[src/rtl/cpu_pkg.sv]
// Shared CPU definitions: flag vector width, flag bit positions, and the
// state encoding of the flag-context save/restore controller.
// Imported by flags_ctx_stack and lifo_regfile.
package cpu_pkg;

    localparam int FLAG_W = 4;

    // Flag bit positions within the {O,S,Z,C} vector.
    localparam int FLAG_O = 3;
    localparam int FLAG_S = 2;
    localparam int FLAG_Z = 1;
    localparam int FLAG_C = 0;

    typedef enum logic {
        ST_IDLE = 1'b0,
        ST_PEND = 1'b1
    } ctx_state_t;

endpackage

[src/rtl/lifo_regfile.sv]
// DEPTH x FLAG_W register array backing the flag-context LIFO.
// Latency: a write lands on the next clock edge; the read port is combinational.
// Backpressure: none; the caller decides when a write is legal.
// Ports: clk/rst_n (async active-low clear of every entry), wr_en/wr_addr/wr_data
// for the write port, rd_addr/rd_data for the combinational read-top port.
module lifo_regfile #(
    parameter int DEPTH  = 4,
    parameter int FLAG_W = cpu_pkg::FLAG_W,
    parameter int AW     = $clog2(DEPTH)
) (
    input  logic              clk,
    input  logic              rst_n,
    input  logic              wr_en,
    input  logic [AW-1:0]     wr_addr,
    input  logic [FLAG_W-1:0] wr_data,
    input  logic [AW-1:0]     rd_addr,
    output logic [FLAG_W-1:0] rd_data
);

    logic [FLAG_W-1:0] mem [DEPTH];

    always_ff @(posedge clk or negedge rst_n) begin
        if (!rst_n) begin
            for (int i = 0; i < DEPTH; i++) begin
                mem[i] <= '0;
            end
        end else if (wr_en) begin
            mem[wr_addr] <= wr_data;
        end
    end

    // DEPTH is a power of two, so every rd_addr value names a real entry.
    assign rd_data = mem[rd_addr];

endmodule

[src/rtl/flags_ctx_stack.sv]
// Saves ALU flags {O,S,Z,C} on trap entry and restores them on rfe.
// Latency: a pop drives flags_we/flags_restore the cycle after pop_req is accepted.
// Backpressure: flags_we holds until a non-bubble enabled cycle; pop_ready=0 meanwhile.
// Ports: clk, rst_n (async active-low), clk_en (global stall), bubble (ALU ignores
// this slot), flags_in/push (save), pop_req/pop_ready (restore handshake),
// flags_restore/flags_we (ALU restore port), depth/top_flags (inspection),
// ovf_err/unf_err (sticky errors) and err_clr.
module flags_ctx_stack #(
    parameter int DEPTH  = 4,
    parameter int FLAG_W = cpu_pkg::FLAG_W,
    parameter int DATA_W = 32
) (
    input  logic                       clk,
    input  logic                       rst_n,
    input  logic                       clk_en,
    input  logic                       bubble,
    input  logic [FLAG_W-1:0]          flags_in,
    input  logic                       push,
    input  logic                       pop_req,
    output logic                       pop_ready,
    output logic [DATA_W-1:0]          flags_restore,
    output logic                       flags_we,
    output logic [$clog2(DEPTH):0]     depth,
    output logic [FLAG_W-1:0]          top_flags,
    output logic                       ovf_err,
    output logic                       unf_err,
    input  logic                       err_clr
);

    import cpu_pkg::*;

    localparam int AW = $clog2(DEPTH);
    localparam int DW = AW + 1;
    localparam logic [DW-1:0] DEPTH_V = DW'(DEPTH);

    ctx_state_t        state_q, state_d;
    logic [DW-1:0]     depth_q, depth_d;
    logic [DATA_W-1:0] restore_q, restore_d;
    logic              ovf_q, unf_q;

    logic              empty, full;
    logic [DW-1:0]     depth_m1;
    logic [AW-1:0]     top_idx;
    logic [FLAG_W-1:0] top_raw;
    logic              pop_go;

    logic              wr_en;
    logic [AW-1:0]     wr_addr;
    logic              ovf_set, unf_set;

    assign empty    = (depth_q == '0);
    assign full     = (depth_q == DEPTH_V);
    assign depth_m1 = depth_q - DW'(1);
    assign top_idx  = depth_m1[AW-1:0];

    // A pop is only taken from IDLE with something on the stack.
    assign pop_go = (state_q == ST_IDLE) && pop_req && !empty;

    lifo_regfile #(
        .DEPTH  (DEPTH),
        .FLAG_W (FLAG_W),
        .AW     (AW)
    ) u_regfile (
        .clk     (clk),
        .rst_n   (rst_n),
        .wr_en   (wr_en && clk_en),
        .wr_addr (wr_addr),
        .wr_data (flags_in),
        .rd_addr (top_idx),
        .rd_data (top_raw)
    );

    always_comb begin
        state_d   = state_q;
        depth_d   = depth_q;
        restore_d = restore_q;
        wr_en     = 1'b0;
        wr_addr   = depth_q[AW-1:0];
        ovf_set   = 1'b0;
        unf_set   = 1'b0;

        case (state_q)
            ST_IDLE: begin
                if (pop_req) begin
                    if (empty) begin
                        unf_set = 1'b1;
                    end else begin
                        state_d                = ST_PEND;
                        restore_d              = '0;
                        restore_d[FLAG_W-1:0]  = top_raw;
                    end
                end
            end
            ST_PEND: begin
                // The ALU consumes the restore on the first non-bubble cycle;
                // clk_en gating happens at the register.
                if (!bubble) begin
                    state_d = ST_IDLE;
                end
            end
            default: state_d = ST_IDLE;
        endcase

        if (push) begin
            if (pop_go) begin
                // Swap: old top leaves via flags_restore, new flags take its slot.
                wr_en   = 1'b1;
                wr_addr = top_idx;
            end else if (full) begin
                ovf_set = 1'b1;
            end else begin
                wr_en   = 1'b1;
                depth_d = depth_q + DW'(1);
            end
        end else if (pop_go) begin
            depth_d = depth_m1;
        end
    end

    always_ff @(posedge clk or negedge rst_n) begin
        if (!rst_n) begin
            state_q   <= ST_IDLE;
            depth_q   <= '0;
            restore_q <= '0;
            ovf_q     <= 1'b0;
            unf_q     <= 1'b0;
        end else if (clk_en) begin
            state_q   <= state_d;
            depth_q   <= depth_d;
            restore_q <= restore_d;
            // A new error event outranks a simultaneous clear.
            ovf_q     <= ovf_set | (ovf_q & ~err_clr);
            unf_q     <= unf_set | (unf_q & ~err_clr);
        end
    end

    assign pop_ready     = (state_q == ST_IDLE);
    assign flags_we      = (state_q == ST_PEND);
    assign flags_restore = restore_q;
    assign depth         = depth_q;
    assign top_flags     = empty ? '0 : top_raw;
    assign ovf_err       = ovf_q;
    assign unf_err       = unf_q;

endmodule

[config.mk]
export PLATFORM = sky130hd
export DESIGN_NAME = flags_ctx_stack
export DESIGN_NICKNAME = d
export VERILOG_FILES = /design/src/rtl/cpu_pkg.sv /design/src/rtl/lifo_regfile.sv /design/src/rtl/flags_ctx_stack.sv
export SDC_FILE = /design/constraint.sdc
export NUM_CORES = 1
export LEC_CHECK = 0
export ABC_AREA = 1
export CORE_UTILIZATION = 50
export CTS_CLUSTER_SIZE = 40
export DETAILED_ROUTE_END_ITERATION = 8
export MAX_ROUTING_LAYER = met4
export PLACE_DENSITY = 0.86
export SYNTH_ARGS = -nofsm -noshare
export SYNTH_HDL_FRONTEND = slang
export SYNTH_SLANG_ARGS = --single-unit
[constraint.sdc]
create_clock -name clk -period 4.6 [get_ports clk]
set_clock_uncertainty 0.15 [all_clocks]
set_input_delay 0.92 -clock clk [delete_from_list [all_inputs] [get_ports clk]]
set_output_delay 0.92 -clock clk [all_outputs]
set_load 0.005 [all_outputs]
==> impl_metrics.toml <==
[global_route]
grt.overflow.total = 0
grt_pass1_wl_um = 5260
grt_antenna_before_repair = 0
grtUsageTotal_pct = 20.1
gr-usage-met2_pct = 31.4
grt_max_degree = 20
met3_usage_pct = 2.60
grt.busiest_layer = "met2"
grt_pass1_vias = 1174
grt_util_met1_pct = 27.2

[sta]
rsz0062_at_grt = "no"
max_slew_margin_pct = 57.1
drv_slew = 0
fin_crit_ns = 3.62
min_period_over_period_pct = 78.6
finalHoldViolations = 0
max_freq_mhz = 276
setup_tns_ns = 0
tightestPinTransition_ns = 0.642
setup_violations = 0

[worst_setup_path]
critPathCaptureType = "output pin"
cp_cell_sequence = "inv_2 -> ha_1 -> a21oi_1 -> o21ai_0 -> nand2_1 -> nor2_1 -> clkdlybuf4s50_1"
cp.required_ns = 3.53
startpoint_type = "register"
critical_path_arrival_ns = 2.55
crit_buf_inv = 2
cpPeakStageDelay_ns = 0.67
worstPathMaxFanout = 17
worst_path_max_delay_cell = "dfrtp_1"
criticalPathCategory = "register to output pin"
critPathTopFamily = "flip-flops"

[layout]
area_delta_synth_final_pct = 13.3
multi_input_area_um2 = 830
final_core_util_pct = 61.2
drive_gt1_share_pct = 10.8
antennaDiodeCount = 0
fin_nets = 247
register_area_um2 = 651
layout_commonest_cell = "nand2_1"
fillers = 288
final_cell_mix = "53 x nand2_1, 28 x conb_1, 26 x dfrtp_1, 25 x nand3_1, 25 x clkdlybuf4s50_1"

[cts]
clk_path_buf_depth = 2
clk_pin_slew_ns = 0.14
cts-root-buf = "clkbuf_4"
clk_latency_ns = 0.32
cts_hold_buf = 0
cts_max_level = 1
cts_tree = "done"
cts_buffers = 3
cts_sinks = 26
postCtsSetupRepairBufs = 0
cts_resized = 0

[floorplan]
start_util_pct = 54.0
die_y_um = 60.1
dieArea_mm2 = 0.00361
io-pin-count = 54
core-area_mm2 = 0.00313
die_x_um = 60.1
row_count = 20

[worst_hold_path]
hp-class = "register to register"

[synthesis]
synth_cells = 207
synth_top_area_share_pct = 38.5
yosysTopAreaCell = "dfrtp_1"
netlist_area_mm2 = 0.00169
ys_seq_area_share_pct = 38.5
synth.avg_cell_area_um2 = 8.16
yosysWarnings = 0
synth.area.top_cells = "dfrtp_1 39%, buf_4 12%, nand2_1 12%"
yosys.cell_types.count = 27
yosys_register_bits = 26

[route]
vias = 1340
wl_per_cell_um = 11.5
first_pass_iters = 4
vias_per_cell = 4.86
wirelength_um = 3190
drt_iter0_drc = 47
drc_errors = 0
ant_nets = 0

[flow_run]
timing.max_cap.violations = 0

[placed_design]
gp_congestion = 0.837
dp_hpwl_um = 2530
io_buffers = 25

[pwr]
sw_frac_of_total_pct = 42.0
clkPwrFrac_pct = 12.1
peakVddDrop_v = 0.000251
p_per_area_mw_per_mm2 = 676
seq_power_share_pct = 32.5
p_switching_mw = 0.543
internal-power_mw = 0.750
p_leak_nw = 0.968
combPwrFrac_pct = 55.3

[run_status]
status = "completed"
-- path summary, 6_finish.rpt --
check                               from                 to  slack (ns)  cells past startpoint
max in group asynchronous          rst_n   u_regfile.mem[9]        2.85                      2
worst max-delay path            depth[0]       top_flags[1]        0.98                      7
worst min register to register   ovf_err            ovf_err        0.35                      2
worst max register to register  depth[0]  u_regfile.mem[14]        2.24                     10
min in group asynchronous          rst_n   flags_restore[3]        0.82                      1
worst min-delay path             ovf_err            ovf_err        0.35                      2
-- worst reg2reg max path, stage by stage, from the launching register on --
cell     delay (ns)
dfrtp_1        0.67
inv_2          0.17
ha_1           0.28
inv_1          0.11
nor2_4         0.06
nor2_1         0.15
nand3_2        0.10
nand2_4        0.21
nand3_1        0.20
nand2_1        0.11
nand2_1        0.06
-- routing by layer --
metal	share of wire [%]	up-vias
met5	0	-
met4	0.66	0
met3	5.5	4
met2	49	52
met1	44	621
li1	-	663
-- stage by stage --
stage	instances	power (mW)	hold WS (ns)	setup slack (ns)	instance area, µm²
5_1_grt	276	1.42	0.384	0.730	1910
4_1_cts	276	1.30	0.356	0.967	1910
3_5_place_dp	272	1.14	0.322	1.37	1860
3_3_place_gp	272	1.12	0.316	1.43	1860
6_report	276	1.29	0.348	0.983	1910
2_1_floorplan	234	0.880	0.299	2.23	1790
-- cells by family (layout without fill, tap and decap cells) --
| kind of cell | after synthesis | count (layout) | synth area share, % |
|---|---|---|---|
| AND/OR/NAND/NOR | 97 | 97 | 28.7 |
| other | 1 | 28 | 0.222 |
| buffers and inverters | 50 | 48 | 18.4 |
| adder cells (fa/ha/maj) | 3 | 3 | 2.22 |
| flip-flops | 26 | 26 | 38.5 |
| multiplexers | 1 | 1 | 0.593 |
| AO/OA/AOI/OAI | 27 | 27 | 10.3 |
| XOR/XNOR | 2 | 2 | 1.04 |
-- flip-flops by register name, indices dropped and copies added, names as in the netlist --
register       cells
u_regfile.mem     16
flags_restore      4
depth              3
flags_we           1
ovf_err            1
unf_err            1
-- final cells by class --
type | instances | area share (%)
multi-input combinational | 158 | 43.4
sequential | 26 | 34.0
timing repair buffer | 26 | 13.5
inverter | 18 | 3.53
tap | 44 | 2.88
clock inverter | 1 | 1.57
clock buffer | 3 | 1.18
-- power by group through the flow --
stage               combinational [mW]  sequential [mW]  clock, mW
detailed placement               0.715            0.426          0
global route                     0.814            0.434      0.172
global placement                 0.701            0.420          0
floorplan                        0.480            0.400          0
CTS                              0.720            0.420      0.161
finish                           0.715            0.421      0.157
-- cells in the mapped netlist (all sizes together) --
| cell type | n |
|---|---|
| nor2 | 10 |
| inv | 18 |
| dfrtp | 26 |
| a32o | 1 |
| o21bai | 8 |
| conb | 1 |
| ha | 3 |
| mux2i | 1 |
| nand4 | 2 |
| nand2 | 58 |
| o31ai | 1 |
| buf | 32 |
| o21ai | 12 |
| nand3 | 27 |
| a21oi | 5 |
| xor2 | 2 |
No activity file was read; power rests on OpenSTA's default activity.
